File: src/rtl/cte_yuv_enc_if.sv
// Pixel-in / word-out bundle for cte_yuv_enc. The master drives pixels and
// the slave (encoder) returns busy and the output word stream.
interface cte_yuv_enc_if #(
  parameter int DW = 8
);
  logic            op_mode;
  logic            in_en;
  logic [3*DW-1:0] rgb_in;
  logic            busy;
  logic            out_valid;
  logic [DW-1:0]   yuv_out;

  modport master (
    output op_mode, in_en, rgb_in,
    input  busy, out_valid, yuv_out
  );

  modport slave (
    input  op_mode, in_en, rgb_in,
    output busy, out_valid, yuv_out
  );
endinterface

File: src/rtl/cte_yuv_enc.sv
// RGB to YUV 4:4:4 / 4:2:2 encoder: two-stage arithmetic pipeline feeding a
// multi-word-write output FIFO, throttled by a pending-word counter.
module cte_yuv_enc #(
  parameter int DW    = 8,
  parameter int DEPTH = 8
) (
  input  logic         clk,
  input  logic         reset,
  cte_yuv_enc_if.slave bus
);
  localparam int SW = DW + 16;
  localparam int AW = $clog2(DEPTH);
  localparam int PW = AW + 1;
  localparam int CW = $clog2(DEPTH + 1);

  localparam logic signed [SW-1:0] KYR = SW'(1225);
  localparam logic signed [SW-1:0] KYG = SW'(2404);
  localparam logic signed [SW-1:0] KYB = SW'(467);
  localparam logic signed [SW-1:0] KUR = SW'(-692);
  localparam logic signed [SW-1:0] KUG = SW'(-1356);
  localparam logic signed [SW-1:0] KUB = SW'(2048);
  localparam logic signed [SW-1:0] KVR = SW'(2048);
  localparam logic signed [SW-1:0] KVG = SW'(-1716);
  localparam logic signed [SW-1:0] KVB = SW'(-332);
  localparam logic signed [SW-1:0] HALF12 = SW'(2048);
  localparam logic signed [SW-1:0] HALF13 = SW'(4096);
  localparam logic signed [SW-1:0] ZERO   = '0;
  localparam logic signed [SW-1:0] YMAX   = SW'((1 << DW) - 1);
  localparam logic signed [SW-1:0] SMAX   = SW'((1 << (DW - 1)) - 1);
  localparam logic signed [SW-1:0] SMIN   = SW'(-(1 << (DW - 1)));
  localparam logic [CW-1:0]        BUSY_TH = CW'(DEPTH - 4);

  function automatic logic signed [SW-1:0] mac(input logic [3*DW-1:0] px,
      input logic signed [SW-1:0] kr, input logic signed [SW-1:0] kg,
      input logic signed [SW-1:0] kb);
    logic signed [SW-1:0] r, g, b;
    r = signed'({{(SW-DW){1'b0}}, px[3*DW-1:2*DW]});
    g = signed'({{(SW-DW){1'b0}}, px[2*DW-1:DW]});
    b = signed'({{(SW-DW){1'b0}}, px[DW-1:0]});
    return r * kr + g * kg + b * kb;
  endfunction

  function automatic logic [DW-1:0] sat_y(input logic signed [SW-1:0] v);
    if (v < ZERO) return '0;
    if (v > YMAX) return '1;
    return v[DW-1:0];
  endfunction

  function automatic logic [DW-1:0] sat_c(input logic signed [SW-1:0] v);
    if (v < SMIN) return {1'b1, {(DW-1){1'b0}}};
    if (v > SMAX) return {1'b0, {(DW-1){1'b1}}};
    return v[DW-1:0];
  endfunction

  // DEPTH need not be a power of two, so pointers wrap explicitly.
  function automatic logic [AW-1:0] wrap(input logic [AW-1:0] p, input logic [2:0] k);
    logic [PW-1:0] s;
    s = {1'b0, p} + PW'(k);
    if (s >= PW'(DEPTH)) s = s - PW'(DEPTH);
    return s[AW-1:0];
  endfunction

  logic                 phase_q;
  logic [3*DW-1:0]      p0_q;
  logic                 s1_valid_q, s1_mode_q;
  logic [3*DW-1:0]      s1_pix_q, s1_p0_q;
  logic                 s2_valid_q, s2_mode_q;
  logic signed [SW-1:0] s2_ya_q, s2_yb_q, s2_u_q, s2_v_q;
  logic signed [SW-1:0] ya_d, yb_d, u_d, v_d;
  logic [DW-1:0]        mem_q [DEPTH];
  logic [AW-1:0]        wr_ptr_q, rd_ptr_q;
  logic [AW-1:0]        wr_pos [4];
  logic [CW-1:0]        cnt_q, cnt_d, pend_q, pend_d, pend_add;
  logic                 out_valid_q;
  logic [DW-1:0]        yuv_out_q;
  logic [DW-1:0]        w_word [4];
  logic [2:0]           w_num;
  logic                 busy, accept, pop;

  assign busy          = pend_q > BUSY_TH;
  assign accept        = bus.in_en && !busy;
  assign pop           = cnt_q != '0;
  assign bus.busy      = busy;
  assign bus.out_valid = out_valid_q;
  assign bus.yuv_out   = yuv_out_q;

  always_comb begin
    pend_add = '0;
    if (accept) begin
      if (bus.op_mode)  pend_add = CW'(3);
      else if (phase_q) pend_add = CW'(4);
    end
    pend_d = pend_q + pend_add - CW'(pop);
    cnt_d  = cnt_q + (s2_valid_q ? CW'(w_num) : '0) - CW'(pop);
  end

  // A 4:2:2 pair keeps full-precision chroma sums; rounding happens once.
  always_comb begin
    if (s1_mode_q) begin
      ya_d = mac(s1_pix_q, KYR, KYG, KYB);
      yb_d = '0;
      u_d  = mac(s1_pix_q, KUR, KUG, KUB);
      v_d  = mac(s1_pix_q, KVR, KVG, KVB);
    end else begin
      ya_d = mac(s1_p0_q, KYR, KYG, KYB);
      yb_d = mac(s1_pix_q, KYR, KYG, KYB);
      u_d  = mac(s1_p0_q, KUR, KUG, KUB) + mac(s1_pix_q, KUR, KUG, KUB);
      v_d  = mac(s1_p0_q, KVR, KVG, KVB) + mac(s1_pix_q, KVR, KVG, KVB);
    end
  end

  always_comb begin
    w_word[1] = sat_y((s2_ya_q + HALF12) >>> 12);
    w_word[3] = sat_y((s2_yb_q + HALF12) >>> 12);
    if (s2_mode_q) begin
      w_word[0] = sat_c((s2_u_q + HALF12) >>> 12);
      w_word[2] = sat_c((s2_v_q + HALF12) >>> 12);
      w_num     = 3'd3;
    end else begin
      w_word[0] = sat_c((s2_u_q + HALF13) >>> 13);
      w_word[2] = sat_c((s2_v_q + HALF13) >>> 13);
      w_num     = 3'd4;
    end
  end

  for (genvar gi = 0; gi < 4; gi++) begin : g_wpos
    assign wr_pos[gi] = wrap(wr_ptr_q, 3'(gi));
  end

  always_ff @(posedge clk) begin
    if (s2_valid_q) begin
      for (int k = 0; k < 4; k++) begin
        if (3'(k) < w_num) mem_q[wr_pos[k]] <= w_word[k];
      end
    end
  end

  always_ff @(posedge clk or negedge reset) begin
    if (!reset) begin
      phase_q     <= 1'b0;
      p0_q        <= '0;
      s1_valid_q  <= 1'b0;
      s1_mode_q   <= 1'b0;
      s1_pix_q    <= '0;
      s1_p0_q     <= '0;
      s2_valid_q  <= 1'b0;
      s2_mode_q   <= 1'b0;
      s2_ya_q     <= '0;
      s2_yb_q     <= '0;
      s2_u_q      <= '0;
      s2_v_q      <= '0;
      wr_ptr_q    <= '0;
      rd_ptr_q    <= '0;
      cnt_q       <= '0;
      pend_q      <= '0;
      out_valid_q <= 1'b0;
      yuv_out_q   <= '0;
    end else begin
      pend_q     <= pend_d;
      cnt_q      <= cnt_d;
      s1_valid_q <= 1'b0;
      // A 4:4:4 pixel arriving with P0 held drops P0 and clears the phase.
      if (accept) begin
        if (bus.op_mode || phase_q) begin
          s1_valid_q <= 1'b1;
          s1_mode_q  <= bus.op_mode;
          s1_pix_q   <= bus.rgb_in;
          s1_p0_q    <= p0_q;
          phase_q    <= 1'b0;
        end else begin
          p0_q    <= bus.rgb_in;
          phase_q <= 1'b1;
        end
      end
      s2_valid_q <= s1_valid_q;
      s2_mode_q  <= s1_mode_q;
      s2_ya_q    <= ya_d;
      s2_yb_q    <= yb_d;
      s2_u_q     <= u_d;
      s2_v_q     <= v_d;
      if (s2_valid_q) wr_ptr_q <= wrap(wr_ptr_q, w_num);
      out_valid_q <= pop;
      if (pop) begin
        yuv_out_q <= mem_q[rd_ptr_q];
        rd_ptr_q  <= wrap(rd_ptr_q, 3'd1);
      end
    end
  end
endmodule

File: src/flat_wrapper.sv
// flat-port wrapper written by rule: the top's interface ports become plain ports
module cte_yuv_enc_flat 
#(
  parameter int DW    = 8,
  parameter int DEPTH = 8
)
  (clk, reset, bus_op_mode, bus_in_en, bus_rgb_in, bus_busy, bus_out_valid, bus_yuv_out);
  cte_yuv_enc_if #(.DW(DW)) bus_i ();
  input  logic clk;
  input  logic reset;
  input wire logic [$bits(bus_i.op_mode)-1:0] bus_op_mode;
  input wire logic [$bits(bus_i.in_en)-1:0] bus_in_en;
  input wire logic [$bits(bus_i.rgb_in)-1:0] bus_rgb_in;
  output wire logic [$bits(bus_i.busy)-1:0] bus_busy;
  output wire logic [$bits(bus_i.out_valid)-1:0] bus_out_valid;
  output wire logic [$bits(bus_i.yuv_out)-1:0] bus_yuv_out;
  assign bus_i.op_mode = bus_op_mode;
  assign bus_i.in_en = bus_in_en;
  assign bus_i.rgb_in = bus_rgb_in;
  assign bus_busy = bus_i.busy;
  assign bus_out_valid = bus_i.out_valid;
  assign bus_yuv_out = bus_i.yuv_out;
  cte_yuv_enc #(.DW(DW), .DEPTH(DEPTH)) u_core (.clk(clk), .reset(reset), .bus(bus_i));
endmodule
File: config.mk
export PLATFORM = sky130hd
export DESIGN_NAME = cte_yuv_enc_flat
export DESIGN_NICKNAME = d
export VERILOG_FILES = /design/src/rtl/cte_yuv_enc_if.sv /design/src/rtl/cte_yuv_enc.sv /design/src/flat_wrapper.sv
export SDC_FILE = /design/constraint.sdc
export NUM_CORES = 2
export LEC_CHECK = 0
export BUFFER_PORTS_ARGS = -buffer_cell sky130_fd_sc_hd__clkbuf_2
export CORE_MARGIN = 2
export CORE_UTILIZATION = 45
export CTS_BUF_LIST = sky130_fd_sc_hd__clkbuf_4 sky130_fd_sc_hd__clkbuf_8
export CTS_CLUSTER_DIAMETER = 60
export CTS_CLUSTER_SIZE = 8
export DETAILED_ROUTE_END_ITERATION = 10
export HOLD_SLACK_MARGIN = 0.15
export PLACE_DENSITY_LB_ADDON = 0.1
export SLEW_MARGIN = 20
export SYNTH_ARGS = -nofsm -noshare
export SYNTH_HDL_FRONTEND = slang
export SYNTH_SLANG_ARGS = --single-unit
File: constraint.sdc
create_clock -name clk -period 9.45 [get_ports clk]
set_input_delay 1.4175 -clock clk [delete_from_list [all_inputs] [get_ports clk]]
set_output_delay 1.4175 -clock clk [all_outputs]
set_load 0.02 [all_outputs]
==> results.yml <==
worst_hold_path:
  holdCritPathClass: "reg -> reg"
cts:
  h-tree-depth: 2
  cts_buffer_depth: 3
  post_cts_buffers: 0
  clkLatencyLatePin_ps: 640
  clk_pin_slew_ps: 60
  numCtsBuffers: 41
  cts_sinks: 210
  cts-root-buf: "clkbuf_8"
  cts_tree: "done"
setup_path:
  startpoint_type: "flop"
  critPathMaxStageDelay_ps: 550
  cp_max_fo: 6
  cp-end-kind: "flop"
  crit_path_frequent_cell: "inv_1"
  cp_slowest_cell: "fa_1"
  required_ps: 9940
  arrival_ps: 9340
  worstSetupPathType: "reg -> reg"
timing:
  skew_ps: 48.0
  period_needed_ps: 8850
  slew_violations: 0
  relSlewSlack: 0.234
  tns_ps: 0
  max_freq_mhz: 113
  worst-slew-pin-transition_ps: 1140
  rsz0062_at_grt: "no"
  fin_ws_ps: 597
  hold_viol: 0
  finalSetupViolations: 0
  finalCritPeriodShare: 0.937
die:
  die_area_um2: 85900
  ios: 38
  die_w_um: 293
  rows: 106
  start_util: 0.452
  die_y_um: 293
  core_um2: 83200
grt:
  grt_pass1_wl_mm: 171
  grt_max_degree: 81
  grt_pass1_vias: 28812
  grt_overflow_total: 0
  antenna_found_initial: 4
  grt.total_usage: 0.262
detailed_routing:
  drt_first_pass_iters: 6
  ant_nets: 0
  drc: 0
  vias: 28323
  wl_mm: 109
  drtIter0Drc: 1699
  wire_per_inst_um: 20.8
  viasPerCell: 5.39
synthesis:
  yosysTopAreaCellShare: 0.266
  netlist_area_um2: 37600
  synth_area_per_cell_um2: 9.21
  synthMostInstantiatedCell: "inv_1"
  async_reset_ff_frac: 0.695
  synth_cells: 4085
  synth-edff-count: 64
  synth_top_area_cell: "ha_1"
  synth_common_cells: "819 x inv_1, 800 x ha_1, 347 x fa_1"
  synth_nets: 5260
  yosys_register_bits: 210
  seq_area_frac_synth: 0.148
  netlist_top_cells_area: "ha_1 27%, fa_1 18%, dfrtp_1 9.7%"
  synth.distinct_cells: 86
  yosys_warnings: 0
  synthFlopType: "dfrtp_1"
power:
  p_leak_nw: 20.0
  ir_worst_vdd_v: 0.0000725
  power_density_nw_per_um2: 50.2
place:
  preCtsSetupSlack_ps: 533
  dp_hpwl_mm: 93.3
  io_buffer_count: 37
  gp_congestion: 0.955
layout:
  final_nets: 5316
  layout-drive-gt1-share: 0.0623
  area_growth_pct: 6.70
flow_run:
  max_cap_violations: 0
status:
  status: "finished, final reports clean"
-- path summary, 6_finish.rpt --
path | start | slack [ps] | endpoint | depth (start not counted)
worst max-delay path | u_core.s1_pix_q[2] | 600 | u_core.s2_v_q[23] | 35
worst min-delay path | u_core.s1_valid_q | 350 | u_core.s2_valid_q | 0
worst max register to register | u_core.s1_pix_q[2] | 600 | u_core.s2_v_q[23] | 35
worst min register to register | u_core.s1_valid_q | 350 | u_core.s2_valid_q | 0
max in group asynchronous | reset | 6830 | u_core.s1_mode_q | 3
min in group asynchronous | reset | 770 | u_core.bus.yuv_out[7] | 1
-- layer usage --
metal  part of all wire  up-vias  track usage  wire length (um)
met4              0.035        0       0.0848              3810
li1                   -    13816            -                 -
met3              0.045      141       0.0244              4880
met5                  0        -            0                 0
met1               0.46    13705        0.364             50500
met2               0.46      661        0.430             50000
-- cell usage in the layout, fill, tap and decap left out, types with 36 or more instances in the layout --
cell / Yosys / routed
inv_1: 819 / 817
ha_1: 800 / 800
fa_1: 347 / 347
nor2_1: 219 / 219
nand2_1: 206 / 206
a21oi_1: 204 / 204
xnor2_1: 183 / 183
o21ai_0: 161 / 161
dfrtp_1: 146 / 144
xor2_1: 120 / 120
a21o_1: 77 / 77
nor3_1: 71 / 68
nand3_1: 67 / 67
edfxtp_1: 64 / 64
a22oi_1: 45 / 45
clkbuf_8: 0 / 45
clkbuf_2: 0 / 36
-- cells by family (layout without fill, tap and decap cells) --
family,after synthesis,after routing,share of synthesized area
AOI/OAI and AO/OA,738,738,0.126
xor gates and xnor gates,303,303,0.0706
adders and majority gates,1147,1147,0.451
buffers and inverters,875,961,0.0875
DFF,210,210,0.148
muxes,66,66,0.0238
other,0,2,0
and+or+nand+nor,746,746,0.0935
-- critical path: cells and delay by family (launching register included) --
kind                     cells  cell delay (ps)
flip-flops                   1              510
adder cells (fa/ha/maj)     10             4250
AO/OA/AOI/OAI                8             1940
XOR/XNOR                     4              730
buffers and inverters        7              600
AND/OR/NAND/NOR              6              700
-- sequential cells by signal, summed over array words and instances, names as in the netlist --
signal	count
u_core.bus.out_valid	1
u_core.wr_ptr_q	3
u_core.pend_q	4
u_core.s1_pix_q	24
u_core.s2_valid_q	1
u_core.s2_u_q	13
u_core.s2_ya_q	10
u_core.p0_q	24
u_core.s1_mode_q	1
u_core.phase_q	1
u_core.s2_yb_q	10
u_core.s2_mode_q	1
u_core.cnt_q	4
u_core.s1_valid_q	1
u_core.rd_ptr_q	3
u_core.bus.yuv_out	8
u_core.s1_p0_q	24
u_core.mem_q	64
u_core.s2_v_q	13
-- power by group --
group / internal [W] / leakage [nW] / total [W] / switching [W]
Sequential: 0.000933 / 2.10 / 0.000933 / 0
Clock: 0.000577 / 0.463 / 0.00106 / 0.000479
Combinational: 0.00000498 / 17.4 / 0.0000268 / 0.0000218
-- stage by stage --
step | cells | util | hold WS (ps) | instance area [um^2] | total power, W
global placement | 5178 | 0.471 | 335 | 39200 | 0.000978
detailed placement | 5178 | 0.471 | 335 | 39200 | 0.000978
global route | 5253 | 0.483 | 360 | 40100 | 0.00208
CTS | 5251 | 0.482 | 350 | 40100 | 0.00204
floorplan | 4085 | - | 331 | 37600 | 0.000950
finish | 5253 | 0.483 | 348 | 40100 | 0.00201
-- final cells by class --
cell class / instances / area, um^2
flip-flops and latches: 210 / 5580
clock buffers: 56 / 702
multi-input cells: 3000 / 28800
diodes: 2 / 5.00
clock inverters: 17 / 210
fillers: 8001 / 43000
repair buffers: 68 / 424
inverters: 820 / 3080
well taps: 1080 / 1350
-- what timing repair did --
| item | CTS | global route |
|---|---|---|
| hold buffers | 0 | 0 |
| setup endpoints to repair | 0 | 4 |
| resized for setup | 0 | 4 |
No activity file was read; power rests on OpenSTA's default activity.
